### src/rtl/sieve_pkg.sv
// Shared definitions for the prime-sieve scanner: FSM encoding, first
// candidate and the composite-bit convention agreed with the marker.
package sieve_pkg;

  typedef enum logic [2:0] {
    IDLE = 3'd0,
    READ = 3'd1,
    WAIT = 3'd2,
    EMIT = 3'd3,
    DONE = 3'd4
  } scan_state_t;

  // Smallest prime; the scan always starts here.
  localparam int   FIRST_PRIME    = 2;
  // Bitmap value the marker writes for a composite address.
  localparam logic MARK_COMPOSITE = 1'b1;

endpackage

### src/rtl/sieve_scan_outbuf.sv
// Single-entry valid/ready holding register for the prime output stream.
// Valid is purely registered; Ready only affects the next-cycle state.
module sieve_scan_outbuf #(
  parameter int width = 32
) (
  input  logic             Clock,
  input  logic             Reset_n,
  input  logic             Load,
  input  logic [width-1:0] Load_Data,
  input  logic             Ready,
  output logic [width-1:0] Prime,
  output logic             Prime_Valid,
  output logic             Take
);

  // A transfer happens on any cycle the held entry meets Ready.
  assign Take = Prime_Valid & Ready;

  // Capture a new prime, hold it until taken, then drop Valid.
  always_ff @(posedge Clock or negedge Reset_n) begin
    if (!Reset_n) begin
      Prime       <= '0;
      Prime_Valid <= 1'b0;
    end else if (Load) begin
      Prime       <= Load_Data;
      Prime_Valid <= 1'b1;
    end else if (Take) begin
      Prime_Valid <= 1'b0;
    end
  end

endmodule

### src/rtl/sieve_scanner.sv
// Sieve bitmap reader: walks addresses 2..count_limit-1 after marking,
// emits every unmarked address as a prime and counts transfers.
// Optional build macro SIEVE_SCAN_SKIP_EVEN_EN: emit 2 without a read and
// then only read odd addresses.
module sieve_scanner
  import sieve_pkg::*;
#(
  parameter int width       = 32,
  parameter int count_limit = 1000000
) (
  input  logic             Clock,
  input  logic             Reset_n,
  input  logic             Start,
  output logic [width-1:0] Mem_Addr,
  output logic             Mem_RdEn,
  input  logic             Mem_RdData,
  output logic [width-1:0] Prime,
  output logic             Prime_Valid,
  input  logic             Prime_Ready,
  output logic [width-1:0] Prime_Count,
  output logic             Busy,
  output logic             Done
);

  // Nothing to scan when the range 2..count_limit-1 is empty.
  localparam bit NO_CANDIDATES = (count_limit <= FIRST_PRIME);
  // Last candidate, held one bit wider so candidate+step never wraps.
  localparam logic [width:0] LAST =
    NO_CANDIDATES ? '0 : (width+1)'(count_limit - 1);

  scan_state_t      state;
  logic [width-1:0] cand;
  logic [width:0]   step;
  logic [width:0]   cand_next;
  logic             past_end;
  logic             start_ok;
  logic             ob_load;
  logic [width-1:0] ob_data;
  logic             xfer;

  assign start_ok = Start && (state == IDLE || state == DONE);

  // Next candidate and end-of-range test, done in width+1 bits.
  always_comb begin
    step = (width+1)'(1);
`ifdef SIEVE_SCAN_SKIP_EVEN_EN
    // After 2 only odd numbers can be prime.
    if (cand != width'(FIRST_PRIME)) step = (width+1)'(2);
`endif
    cand_next = {1'b0, cand} + step;
    past_end  = (cand_next > LAST);
  end

  // Output buffer is loaded on an unmarked read, or with 2 directly when
  // even addresses are skipped.
  always_comb begin
    ob_load = (state == WAIT) && (Mem_RdData != MARK_COMPOSITE);
`ifdef SIEVE_SCAN_SKIP_EVEN_EN
    if (start_ok && !NO_CANDIDATES) ob_load = 1'b1;
`endif
    ob_data = (state == WAIT) ? cand : width'(FIRST_PRIME);
  end

  sieve_scan_outbuf #(.width(width)) u_outbuf (
    .Clock       (Clock),
    .Reset_n     (Reset_n),
    .Load        (ob_load),
    .Load_Data   (ob_data),
    .Ready       (Prime_Ready),
    .Prime       (Prime),
    .Prime_Valid (Prime_Valid),
    .Take        (xfer)
  );

  // Scan FSM with registered RAM strobe, status flags and prime counter.
  always_ff @(posedge Clock or negedge Reset_n) begin
    if (!Reset_n) begin
      state       <= IDLE;
      cand        <= width'(FIRST_PRIME);
      Mem_Addr    <= '0;
      Mem_RdEn    <= 1'b0;
      Prime_Count <= '0;
      Busy        <= 1'b0;
      Done        <= 1'b0;
    end else begin
      case (state)
        IDLE, DONE: begin
          if (Start) begin
            Prime_Count <= '0;
            cand        <= width'(FIRST_PRIME);
            if (NO_CANDIDATES) begin
              state <= DONE;
              Done  <= 1'b1;
              Busy  <= 1'b0;
            end else begin
              Done <= 1'b0;
              Busy <= 1'b1;
`ifdef SIEVE_SCAN_SKIP_EVEN_EN
              state <= EMIT;
`else
              state    <= READ;
              Mem_Addr <= width'(FIRST_PRIME);
              Mem_RdEn <= 1'b1;
`endif
            end
          end
        end
        READ: begin
          Mem_RdEn <= 1'b0;
          state    <= WAIT;
        end
        WAIT: begin
          if (Mem_RdData != MARK_COMPOSITE) begin
            state <= EMIT;
          end else if (past_end) begin
            state <= DONE;
            Busy  <= 1'b0;
            Done  <= 1'b1;
          end else begin
            state    <= READ;
            cand     <= cand_next[width-1:0];
            Mem_Addr <= cand_next[width-1:0];
            Mem_RdEn <= 1'b1;
          end
        end
        EMIT: begin
          if (xfer) begin
            if (Prime_Count != '1) Prime_Count <= Prime_Count + 1'b1;
            if (past_end) begin
              state <= DONE;
              Busy  <= 1'b0;
              Done  <= 1'b1;
            end else begin
              state    <= READ;
              cand     <= cand_next[width-1:0];
              Mem_Addr <= cand_next[width-1:0];
              Mem_RdEn <= 1'b1;
            end
          end
        end
        default: begin
          state    <= IDLE;
          Mem_RdEn <= 1'b0;
          Busy     <= 1'b0;
          Done     <= 1'b0;
        end
      endcase
    end
  end

endmodule
### config.mk
export PLATFORM = sky130hd
export DESIGN_NAME = sieve_scanner
export DESIGN_NICKNAME = d
export VERILOG_FILES = /design/src/rtl/sieve_pkg.sv /design/src/rtl/sieve_scan_outbuf.sv /design/src/rtl/sieve_scanner.sv
export SDC_FILE = /design/constraint.sdc
export NUM_CORES = 1
export LEC_CHECK = 0
export ABC_AREA = 1
export CAP_MARGIN = 40
export CORE_AREA = 5 5 115 117
export CTS_BUF_LIST = sky130_fd_sc_hd__clkbuf_4 sky130_fd_sc_hd__clkbuf_8 sky130_fd_sc_hd__clkbuf_16
export DETAILED_ROUTE_END_ITERATION = 7
export DIE_AREA = 0 0 120 122
export GPL_TIMING_DRIVEN = 0
export PLACE_DENSITY = 0.79
export SYNTH_ARGS = -nofsm -noshare
export SYNTH_HDL_FRONTEND = slang
export SYNTH_HIERARCHICAL = 1
export SYNTH_SLANG_ARGS = --single-unit
### constraint.sdc
create_clock -name Clock -period 3 [get_ports Clock]
set_input_delay 0.6 -clock Clock [delete_from_list [all_inputs] [get_ports Clock]]
set_output_delay 0.6 -clock Clock [all_outputs]
set_load 0.1 [all_outputs]
# --- Word-level counts from Yosys, hierarchy flattened ---
# Cells that the tools add are included.
totals:
  inputBits: 5
  output_inout_bits: 100
  ff_bits: 135
classes:
  magnitude_cmp: 1
  n_reduce_logical: 11
  n_eq_ne: 9
  n_addsub: 2
  muxes: 35
  n_bitwise: 3
op_table:
  columns: ["cell", "count"]
  rows:
  - ["two-way mux 32 bit", 11]
  - ["one-hot mux 32 bit (3 select lines)", 2]
  - ["one-hot mux 32 bit (2 select lines)", 1]
  - ["adder 32 x 1 -> 33 bit (second input constant)", 1]
  - ["greater-than comparator 33 x 20 -> 1 bit (second input constant)", 1]
  - ["adder 32 x 1 -> 32 bit (second input constant)", 1]
  - ["!= test 32 bit (second input constant)", 1]
  - ["two-way mux 1 bit", 13]
  - ["two-way mux 3 bit", 4]
  - ["one-hot mux 3 bit (4 select lines)", 1]
  - ["AND reduction 4 bit", 3]
  - ["one-hot mux 1 bit (4 select lines)", 2]
  - ["== test 3 x 2 -> 1 bit (second input constant)", 2]
  - ["!= test 2 bit (second input constant)", 3]
  - ["nonzero test 2 bit", 2]
  - ["== test 3 x 1 -> 1 bit (second input constant)", 1]
  - ["== test 3 bit (second input constant)", 1]
  - ["zero test 3 bit", 1]
  - ["one-hot mux 1 bit (3 select lines)", 1]
  - ["AND reduction 3 bit", 1]
  - ["nonzero test 3 bit", 1]
  - ["!= test 2 x 1 -> 1 bit (second input constant)", 1]
  - ["NOT 1 bit", 2]
  - ["AND reduction 2 bit", 1]
  - ["other kinds (3)", 3]

# --- Longest topological paths before layout ---
logic_depth:
  ltp_word: 5
  ltp_mapped: 20

# --- Modules after synthesis ---
# Netlist, hierarchy kept.
by_module_without_submodules:
  columns: ["mod", "area_per_inst_um2", "cells_each", "instances"]
  rows:
  - ["sieve_scanner", 5004.8, 744, 1]
  - ["sieve_scan_outbuf", 1333.8, 142, 1]

# --- Least setup slack after synthesis ---
# OpenSTA, ideal clock, no wires.
synth_path:
  path_type: "reg2reg"
  startpoint: "register Prime_Count[1]"
  endpoint: "register Prime_Count[12]"
  slack_ns: 0.300
  t_required_ns: 2.921
  path_stages_with_launch: 14
  arrival_time_ns: 2.621
  setup_ns: 0.079
  period_less_slack_ns: 2.700
  n_path_buf: 0
  cell_sequence: "dfrtp_1 -> ha_1 -> nand2_1 -> inv_1 -> nand3_1 -> nor2_1 -> nand3_1 -> nand3_2 -> inv_1 -> nand2_1 -> inv_1 -> a21oi_1 -> a21oi_1 -> a21oi_1"
synth_via:
  elab_chain_len: 4
  elab_cells_between_ends: 7
  cone_classes: "add/sub (1); eq/ne (2); mux (3); reduce/logical (1)"
synth_rtl:
  columns: ["element", "line", "source"]
  rows:
  - ["start: declaration", "sieve_scanner.sv:20", "output logic [width-1:0] Prime_Count,"]
  - ["start signal: assignment", "sieve_scanner.sv:128", "if (Prime_Count != '1) Prime_Count <= Prime_Count + 1'b1;"]
  - ["adder 32 x 1 -> 32 bit", "sieve_scanner.sv:128", null]
  - ["two-way mux 32 bit", "sieve_scanner.sv:128", null]
  - ["two-way mux 32 bit", "sieve_scanner.sv:127", "if (xfer) begin"]
  - ["one-hot mux 32 bit (2 select lines)", "sieve_scanner.sv:86", "case (state)"]
# Several ways; a longest one is shown, not always the timed one. The select of a mux whose other input is x is not followed.
# A chain may end at the register's enable or synchronous reset.

# --- Final worst setup path ---
layout_path:
  startpoint: "input Prime_Ready"
  endpoint: "register cand[26]"
layout_via:
  elab_chain_len: 3
layout_rtl:
  columns: ["element", "line", "source"]
  rows:
  - ["start: declaration", "sieve_scanner.sv:19", "input logic Prime_Ready,"]
  - ["bitwise AND 1 bit", "sieve_scan_outbuf.sv:17", "assign Take = Prime_Valid & Ready;"]
  - ["net xfer", "sieve_scanner.sv:39", "logic xfer;"]
  - ["!= test 2 x 1 -> 1 bit (no source line)", null, null]
  - ["AND reduction 4 bit (no source line)", null, null]
  - ["end signal: assignment", "sieve_scanner.sv:79", "cand <= width'(FIRST_PRIME);"]
  - ["end signal: assignment", "sieve_scanner.sv:90", "cand <= width'(FIRST_PRIME);"]
  - ["end signal: assignment", "sieve_scanner.sv:121", "cand <= cand_next[width-1:0];"]
  - ["end: declaration", "sieve_scanner.sv:32", "logic [width-1:0] cand;"]
# The timed path passes the listed nets, and every way through them passes these cells.

==> impl_metrics.tcl <==
set metrics [dict create \
    final_layout_size_suffix_gt1_frac 0.198 \
    peakVddDrop_mv 0.435 \
    final_nets 1111 \
    path_cells "clkdlybuf4s50_1, nand2_1, inv_1, nor2_1, nor2_1, o21ai_0, a21oi_1, clkbuf_1, buf_2, a21oi_2" \
    dpl_worst_slack_ps -148 \
    dr_total_vias 6630 \
    grt_setup_unrepaired "false" \
    tightest_slew_ps 699 \
    finalCritPeriodShare 0.949 \
    synth_cell_types 42 \
    finalSetupViolCount 0 \
    fin_skew_ps 6.43 \
    h-tree-depth 3 \
    p_leak_uw 0.00438 \
    dp_hpwl_mm 15.0 \
    synth_most_common_cell "nand2_1" \
    cts_root_buf "clkbuf_16" \
    maxCapViolations 0 \
    die_h_um 122 \
    synth_top_area_share 0.407 \
    syn_nets 894 \
    whs_ps 276 \
    worstPathRequired_ps 3240 \
    instances_no_fill 1258 \
    sw_frac_of_total 0.428 \
    grt.overflow.total 0 \
    async_flop_share 1.00 \
    tritoncts "yes" \
    fin_util 0.775 \
    avgViaCountPerCell 5.27 \
    num_antenna_cells 0 \
    postRouteAntennaNets 0 \
    num_rows 41 \
    critPathKind "in2reg" \
    cp-end-kind "flip-flop" \
    cp-start-kind "primary input" \
    hold_viol 0 \
    synth_area_um2 6340 \
    synth-edff-count 0 \
    cts.reportedPaths.clkPinSlew_ps 70 \
    slew_violations 0 \
    power.share.sequential 0.301 \
    p_comb_frac 0.442 \
    grt_pass1_wl_mm 32.9 \
    ios 105 \
    yosysWarnings 6 \
    ys_seq_area_frac 0.411 \
    crit_top_cell "nor2_1" \
    status "completed" \
    cp_slowest_stage_delay_ps 520 \
    drt_iter0_markers 540 \
    synthTopCellsByCount "308 x nand2_1, 127 x nor2_1, 103 x dfrtp_1" \
    antenna_found_initial 0 \
    die_x_um 120 \
    grt_use_total 0.281 \
    finalSetupTns_ps 0 \
    netlist_instances 886 \
    power_frac_clock 0.258 \
    p_int_uw 3060 \
    synth-seq-cells 104 \
    cts_buffers 9 \
    p_per_area_nw_per_um2 564 \
    drc_errors 0 \
    ys_top_cells_by_area "dfrtp_1 41%, nand2_1 18%, nor2_1 7.5%" \
    clk_latency_ps 360 \
    relSlewSlack 0.534 \
    grt_pass1_vias 6751 \
    ctsLongestPathBuffers 2 \
    totalWireLength_mm 19.7 \
    period_needed_ps 2850 \
    synth-main-ff-cell "dfrtp_1" \
    grt_max_degree 54 \
    place_congestion 0.985 \
    cts-hold-fix-buffers 0 \
    fin_ws_ps 152 \
    p_sw_uw 2290 \
    hp-class "in2async" \
    io_buffers 104 \
    cp_slowest_cell "clkbuf_1" \
    cts_sinks 104 \
    core_area_um2 12300 \
    wire_per_inst_um 15.7 \
    path_max_fanout 10 \
    avgSynthCellArea_um2 7.15 \
    max_freq_ghz 0.351 \
    area_growth_pct 49.8 \
    first_pass_iters 6 \
    synth_top_area_cell "dfrtp_1" \
    initial_core_util 0.517 \
    dp.cells 1241 \
    arrival_ps 3090 \
    die_area_um2 14600 \
]
-- power groups by stage --
stage / combinational (uW) / clock, uW / sequential [uW]
after floorplan: 1110 / 0 / 2080
after global placement: 2050 / 0 / 1630
after detailed placement: 2330 / 0 / 1630
after CTS: 2350 / 1380 / 1610
after global routing: 2540 / 1440 / 1630
final: 2360 / 1380 / 1610
-- cell usage in the layout (no fill, tap or decap), drive strengths merged --
cell type,synthesis,final
clkbuf,8,17
nand3b,1,1
xor2,14,14
nand3,45,45
or2,2,2
clkinv,1,2
nor3,20,20
o21a,2,2
dfrtp,103,103
nor2,139,139
buf,46,149
dfstp,1,1
o21ai,23,23
ha,3,3
a31oi,3,3
nand4,30,30
and3,1,1
nand2,323,323
nor3b,1,1
clkinvlp,0,2
bufinv,0,3
a21oi,30,30
inv,77,78
and2,1,1
a211oi,1,1
clkdlybuf4s50,0,103
xnor2,3,3
nor4,2,2
o31ai,6,6
-- per-layer routing --
layer  share of wire  GRT usage  vias to the layer above  wire length, um
li1                -          -                     3217                -
met5               0          0                        -                0
met2            0.52      0.514                      252            10300
met3           0.061     0.0664                       49             1210
met4           0.024     0.0923                        0              468
met1            0.39      0.325                     3112             7680
-- final cells by class --
cell class	count	area [um2]
fillers	809	2760
multi-input cells	650	3030
repair buffers	206	2600
inverters	78	300
clock buffers	9	225
flip-flops and latches	104	2600
plain buffers	54	432
clock inverters	7	119
well taps	150	188
-- worst paths after layout --
check                             from            endpoint  slack, ps  depth (start not counted)
setup / recovery           Prime_Ready            cand[26]        150                         10
hold / removal                 Reset_n  u_outbuf/Prime[25]        280                          1
setup reg to reg               cand[1]            cand[26]        200                         16
hold reg to reg                   Done                Done        470                          2
max in group asynchronous      Reset_n     Prime_Count[22]       2020                          2
min in group Clock                Done                Done        470                          2
-- logic make-up (layout without fill, tap and decap cells) --
logic type / Yosys count / count (layout) / synth area share
xor gates and xnor gates: 17 / 17 / 0.0247
AOI/OAI and AO/OA: 65 / 65 / 0.0614
adders and majority gates: 3 / 3 / 0.00592
DFF: 104 / 104 / 0.411
buffers and inverters: 132 / 354 / 0.115
and+or+nand+nor: 565 / 565 / 0.382
-- per-stage QoR --
stage	power (uW)	instance area [um2]
4_1_cts	5340	9460
3_5_place_dp	3970	9120
3_3_place_gp	3680	7570
6_report	5350	9500
2_1_floorplan	3190	6340
5_1_grt	5600	9500
-- registers in the layout, summed over array words and instances, names as in the netlist --
name                  count
Prime_Count              32
u_outbuf/Prime           32
cand                     31
state                     3
Mem_Addr                  2
Busy                      1
Done                      1
Mem_RdEn                  1
u_outbuf/Prime_Valid      1
-- repair_timing --
| item | 4_1_cts | 5_1_grt |
|---|---|---|
| buffers inserted | 0 | 1 |
| setup endpoints to repair | 0 | 31 |
| resized for setup | 0 | 5 |
-- worst max-delay path: cells and delay by family --
kind	cells	cell delay [ps]
buffers and inverters	4	1540
AOI/OAI and AO/OA	3	530
and+or+nand+nor	3	410
Note: power is estimated with default switching activity, not from simulation.
